===== src/rtl/ps2_pkg.sv =====
// Shared types and constants for the PS/2 keyboard receiver.
//   ps2_state_e    : frame FSM states
//   PS2_BREAK/EXT  : prefix scan codes
//   PS2_FRAME_BITS : start + 8 data + parity + stop
//   odd_parity_ok  : true when data plus parity holds an odd number of ones
package ps2_pkg;

  typedef enum logic [1:0] {
    IDLE,
    DATA,
    PARITY,
    STOP
  } ps2_state_e;

  localparam logic [7:0] PS2_BREAK      = 8'hF0;
  localparam logic [7:0] PS2_EXT        = 8'hE0;
  localparam int         PS2_FRAME_BITS = 11;

  function automatic logic odd_parity_ok(input logic [7:0] data, input logic par);
    return ^{data, par};
  endfunction

endpackage


===== src/rtl/ps2_line_filter.sv =====
// Synchroniser and glitch filter for the raw PS/2 clock pin.
//   clock, reset : system clock, async active-high reset
//   raw          : asynchronous pin
//   fall         : one-cycle pulse when the filtered level goes 1->0
module ps2_line_filter #(
  parameter int FILTER_LEN = 8
) (
  input  logic clock,
  input  logic reset,
  input  logic raw,
  output logic fall
);

  localparam int            CW       = $clog2(FILTER_LEN + 1);
  localparam logic [CW-1:0] CNT_LAST = CW'(FILTER_LEN - 1);

  logic [1:0]    sync;
  logic          filt;
  logic          filt_q;
  logic [CW-1:0] cnt;

  // cnt tracks how many consecutive synced samples disagree with filt;
  // any agreeing sample restarts the run, so short glitches never flip filt.
  always_ff @(posedge clock or posedge reset) begin
    if (reset) begin
      sync   <= 2'b11;
      filt   <= 1'b1;
      filt_q <= 1'b1;
      cnt    <= '0;
    end else begin
      sync   <= {sync[0], raw};
      filt_q <= filt;
      if (sync[1] == filt) begin
        cnt <= '0;
      end else if (cnt == CNT_LAST) begin
        filt <= sync[1];
        cnt  <= '0;
      end else begin
        cnt <= cnt + CW'(1);
      end
    end
  end

  assign fall = filt_q & ~filt;

endmodule


===== src/rtl/ps2_key_rx.sv =====
// PS/2 keyboard receiver: frames device-to-host bytes, folds F0/E0 prefixes
// into a single key event strobe, and flags bad or stalled frames.
//   clock, reset   : system clock, async active-high reset
//   kb_clk/kb_data : raw PS/2 pins
//   key_code       : scan code of last event (held between strobes)
//   key_valid      : one-cycle event strobe
//   key_release    : event carried an F0 prefix
//   key_extended   : event carried an E0 prefix
//   frame_err      : one-cycle strobe on parity/stop/timeout error
//   busy           : frame FSM not idle
//
// state  | meaning
// IDLE   | waiting for a start bit (data low on a falling edge)
// DATA   | shifting 8 data bits, LSB first
// PARITY | capturing the parity bit
// STOP   | checking stop bit and parity, then decoding the byte
module ps2_key_rx
  import ps2_pkg::*;
#(
  parameter int FILTER_LEN     = 8,
  parameter int TIMEOUT_CYCLES = 200000
) (
  input  logic       clock,
  input  logic       reset,
  input  logic       kb_clk,
  input  logic       kb_data,
  output logic [7:0] key_code,
  output logic       key_valid,
  output logic       key_release,
  output logic       key_extended,
  output logic       frame_err,
  output logic       busy
);

  localparam int            TW        = $clog2(TIMEOUT_CYCLES + 1);
  localparam logic [TW-1:0] TO_LAST   = TW'(TIMEOUT_CYCLES - 1);
  localparam logic [2:0]    DATA_LAST = 3'(PS2_FRAME_BITS - 4);

  ps2_state_e    state;
  logic [1:0]    data_sync;
  logic          data_s;
  logic          fall;
  logic [2:0]    bit_cnt;
  logic [7:0]    shift;
  logic          par_bit;
  logic          pend_rel;
  logic          pend_ext;
  logic [TW-1:0] to_cnt;

  ps2_line_filter #(.FILTER_LEN(FILTER_LEN)) u_clk_filter (
    .clock (clock),
    .reset (reset),
    .raw   (kb_clk),
    .fall  (fall)
  );

  always_ff @(posedge clock or posedge reset) begin
    if (reset) begin
      data_sync <= 2'b11;
    end else begin
      data_sync <= {data_sync[0], kb_data};
    end
  end

  assign data_s = data_sync[1];

  always_ff @(posedge clock or posedge reset) begin
    if (reset) begin
      state        <= IDLE;
      bit_cnt      <= '0;
      shift        <= '0;
      par_bit      <= 1'b0;
      pend_rel     <= 1'b0;
      pend_ext     <= 1'b0;
      to_cnt       <= '0;
      key_code     <= '0;
      key_valid    <= 1'b0;
      key_release  <= 1'b0;
      key_extended <= 1'b0;
      frame_err    <= 1'b0;
    end else begin
      key_valid <= 1'b0;
      frame_err <= 1'b0;
      if (fall) begin
        // An edge always restarts the stall timer, even on its terminal cycle.
        to_cnt <= '0;
        unique case (state)
          IDLE: begin
            if (!data_s) begin
              state   <= DATA;
              bit_cnt <= '0;
            end
          end
          DATA: begin
            shift <= {data_s, shift[7:1]};
            if (bit_cnt == DATA_LAST) begin
              state <= PARITY;
            end else begin
              bit_cnt <= bit_cnt + 3'd1;
            end
          end
          PARITY: begin
            par_bit <= data_s;
            state   <= STOP;
          end
          STOP: begin
            state <= IDLE;
            if (data_s && odd_parity_ok(shift, par_bit)) begin
              if (shift == PS2_BREAK) begin
                pend_rel <= 1'b1;
              end else if (shift == PS2_EXT) begin
                pend_ext <= 1'b1;
              end else begin
                key_valid    <= 1'b1;
                key_code     <= shift;
                key_release  <= pend_rel;
                key_extended <= pend_ext;
                pend_rel     <= 1'b0;
                pend_ext     <= 1'b0;
              end
            end else begin
              frame_err <= 1'b1;
              pend_rel  <= 1'b0;
              pend_ext  <= 1'b0;
            end
          end
          default: state <= IDLE;
        endcase
      end else if (state != IDLE) begin
        if (to_cnt == TO_LAST) begin
          state     <= IDLE;
          to_cnt    <= '0;
          frame_err <= 1'b1;
          pend_rel  <= 1'b0;
          pend_ext  <= 1'b0;
        end else begin
          to_cnt <= to_cnt + TW'(1);
        end
      end else begin
        to_cnt <= '0;
      end
    end
  end

  assign busy = (state != IDLE);

endmodule


===== config.mk =====
export PLATFORM = sky130hd
export DESIGN_NAME = ps2_key_rx
export DESIGN_NICKNAME = d
export VERILOG_FILES = /design/src/rtl/ps2_pkg.sv /design/src/rtl/ps2_line_filter.sv /design/src/rtl/ps2_key_rx.sv
export SDC_FILE = /design/constraint.sdc
export NUM_CORES = 1
export LEC_CHECK = 0
export BUFFER_PORTS_ARGS = -buffer_cell sky130_fd_sc_hd__clkbuf_2
export CAP_MARGIN = 40
export CORE_ASPECT_RATIO = 0.7
export CORE_MARGIN = 2
export CORE_UTILIZATION = 25
export CTS_CLUSTER_DIAMETER = 30
export DETAILED_ROUTE_END_ITERATION = 8
export PLACE_DENSITY = 0.4
export SYNTH_ARGS = -nofsm -noshare
export SYNTH_HDL_FRONTEND = slang
export SYNTH_SLANG_ARGS = --single-unit

===== constraint.sdc =====
create_clock -name clock -period 2.8 [get_ports clock]
set_input_delay 0.14 -clock clock [delete_from_list [all_inputs] [get_ports clock]]
set_output_delay 0.14 -clock clock [all_outputs]
set_load 0.02 [all_outputs]

==> flow_metrics.py <==
metrics = {
    "worst_setup_path": {
        "cpMaxStageDelayCell": "xnor3_2",
        "slowest_delay_ns": 0.52,
        "arrival_ns": 2.50,
        "cp_cell_sequence": "xor2_1, xnor3_2, xnor2_2, mux2i_1, o211ai_4, mux2_2",
        "regToRegEndpoint": "key_code[4]",
        "path_buf_inv": 0,
        "startpoint_type": "flop",
        "r2r_cells": 6,
        "critical_path_depth": 6,
        "worstReg2RegStart": "shift[2]",
        "crit_family": "XOR/XNOR gates",
        "worstPathMaxFanout": 9,
        "ff2ff_setup_slack_ns": 0.48,
        "critPathCaptureType": "flop",
        "required_ns": 2.99,
        "worstSetupPathType": "flop to flop",
    },
    "synthesis": {
        "yosysTopAreaCellShare": 0.484,
        "synth.area.mux_share": 0.0891,
        "synth_area_leaders": "dfrtp_1 (48%), mux2_2 (7.0%), dfstp_2 (6.1%)",
        "synth.largest_area_cell": "dfrtp_1",
        "async_reset_ff_frac": 1.00,
        "synth_cells": 222,
        "synth-simple-area-share": 0.154,
        "synth_top_family_by_area": "simple AND/OR/NAND/NOR gates",
        "ys_ff_latch": 56,
        "synth_cell_types": 40,
        "avgSynthCellArea_um2": 11.6,
        "synthXorXnorAreaFrac": 0.0988,
        "synth_adder_area_share": 0.0387,
        "synth_warnings": 0,
        "syn-cell-area_um2": 2580,
        "synth_fp_nets": 234,
        "ys.flop_type": "dfrtp_1",
        "synth_edf_count": 0,
        "synth_compound_area_frac": 0.0528,
        "ys_seq_area_frac": 0.545,
    },
    "global_route": {
        "grt_max_degree": 57,
        "grt_usage": 0.100,
        "antenna_found_initial": 0,
        "grt_pass1_wl_mm": 8.76,
        "grt.overflow.total": 0,
        "grt_pass1_vias": 1691,
    },
    "route": {
        "first_iter_violations": 70,
        "wl_met1_mm": 2.82,
        "route.met3.wl_um": 156,
        "num_vias": 1599,
        "wl_met2_mm": 1.94,
        "drc": 0,
        "avgViaCountPerCell": 4.24,
        "top_layer": "met4",
        "first_pass_iters": 4,
        "postRouteAntennaNets": 0,
        "wirelength_mm": 4.94,
        "wl_per_cell_um": 13.1,
    },
    "clock_tree": {
        "htreeDepth": 2,
        "cts.sinks": 56,
        "root_buffer": "clkbuf_16",
        "clkLatencyLatePin_ns": 0.30,
        "hold_buffers": 2,
        "ctsResizeCount": 0,
        "tritoncts": "built",
        "clkSlewWorstSetupHoldPaths_ns": 0.08,
        "cts_setup_buffers": 0,
        "clockBufferDepth": 2,
        "cts_inserted_buffers": 5,
    },
    "outcome": {
        "status": "finished clean",
    },
    "layout": {
        "post-route-util": 0.297,
        "final.fill_count": 1093,
        "fin_cells": 377,
        "final_nets": 256,
        "diodes": 0,
        "syn2layout_area_growth_pct": 17.1,
        "drive_gt1_frac": 0.237,
    },
    "placed_design": {
        "routabilityCongestion": 0.698,
        "dp.cells": 367,
        "port_buffers": 16,
        "dp_hpwl_mm": 3.36,
    },
    "sta": {
        "fin_tns_setup_ns": 0,
        "slew_viol_final": 0,
        "post-route-period-util": 0.828,
        "maxSlewHeadroom": 0.510,
        "fmax_ghz": 0.431,
        "clock_skew_ns": 0.00698,
        "setup_violations": 0,
        "fin_crit_ns": 2.32,
        "timing.hold.ws_ns": 0.0321,
        "worst_pin_slew_ns": 0.735,
        "rsz0062_at_grt": "no",
        "hold_violations": 0,
    },
    "floorplan": {
        "io_pins": 17,
        "design.core.area_um2": 10200,
        "dieHeight_um": 89.1,
        "die_area_um2": 11200,
        "start_util": 0.253,
        "dieWidth_um": 126,
        "rows": 31,
    },
    "power_and_ir_drop": {
        "p_per_area_nw_per_um2": 722,
        "power_mw": 2.19,
        "p_leak_nw": 1.39,
        "ir_worst_vdd_mv": 0.384,
    },
    "flow_run": {
        "cap_violations": 0,
    },
    "min_path": {
        "hold_class": "input pin to async pin",
    },
}
==> cell type report <==
class                           count  area, µm²  share of cell area
Tap cell                          132        165              0.0546
Clock buffer                        6        139              0.0459
Timing Repair Buffer               21        123              0.0405
Inverter                            8       32.5              0.0108
Clock inverter                      2       38.8              0.0128
Multi-Input combinational cell    152       1120               0.370
Sequential cell                    56       1410               0.466
==> Yosys cell counts, types with 3 or more instances <==
master    instances
nand4_1           5
dfrtp_1          50
nor2b_1           5
nor3_1            5
nand2_1          15
nand3_1           8
mux2_2           16
xnor2_1          12
xor2_1           10
clkbuf_1          5
o21ai_0           6
dfstp_2           6
ha_1              8
inv_1             7
and4_1            3
nor2_1           30
==> placed cells by master (no fill, tap or decap), types with 2 or more instances in the layout <==
cell type / instances
dfstp_2: 6
dfrtp_1: 50
a22o_1: 2
xor2_1: 10
a21oi_1: 2
nand4_1: 5
clkbuf_2: 16
o21ai_0: 6
nor2b_1: 5
nand2_1: 15
clkbuf_16: 5
and4_1: 3
nand3_1: 8
mux2i_1: 2
nor2_1: 30
nand2b_1: 2
ha_1: 8
inv_1: 6
nor3_1: 5
buf_4: 3
o22a_1: 2
mux2_2: 16
xnor2_1: 12
mux2_4: 2
dlygate4sd3_1: 2
and3_1: 2
==> stage by stage <==
stage | setup slack (ns) | area, µm²
3_3_place_gp | 0.528 | 2830
6_report | 0.482 | 3030
5_1_grt | 0.344 | 3030
2_1_floorplan | 0.687 | 2580
4_1_cts | 0.431 | 3030
3_5_place_dp | 0.505 | 2830
==> metal layers <==
layer,vias to the layer above,GRT usage
met5,-,0
met4,0,0.0273
met3,4,0.0293
met2,16,0.140
met1,781,0.149
li1,798,-
==> report_power, final <==
part	internal (mW)	leakage (nW)	switching (mW)	total [mW]
registers	0.890	0.755	0.0657	0.956
logic	0.207	0.544	0.281	0.488
clock network	0.449	0.0871	0.293	0.742
total	1.55	1.39	0.639	2.19
==> logic make-up after synthesis <==
family                     count (synthesis)
muxes                                     20
adders and majority gates                  8
xor gates and xnor gates                  25
AOI/OAI and AO/OA                         18
and+or+nand+nor                           81
buffers and inverters                     14
DFF                                       56
==> how the worst max path moves through the flow <==
stage / start / endpoint / slack, ns
detailed placement: shift[2] / key_code[5] / 0.51
CTS: shift[2] / key_code[6] / 0.43
finish: shift[2] / key_code[4] / 0.48
global placement: shift[2] / key_code[6] / 0.53
global route: shift[4] / key_extended / 0.34
floorplan: shift[2] / key_code[2] / 0.69
==> registers in the layout, summed over array words and instances, names as in the netlist, 2 cells and up <==
name,flops
bit_cnt,3
u_clk_filter.sync,2
u_clk_filter.cnt,4
data_sync,2
shift,8
to_cnt,18
state,2
key_code,8
==> worst min-delay path, cell delays in order <==
cell and delay (ns):
clkbuf_2 0.08, inv_2 0.03, buf_4 0.57
Power figures use the tool's default switching activity.
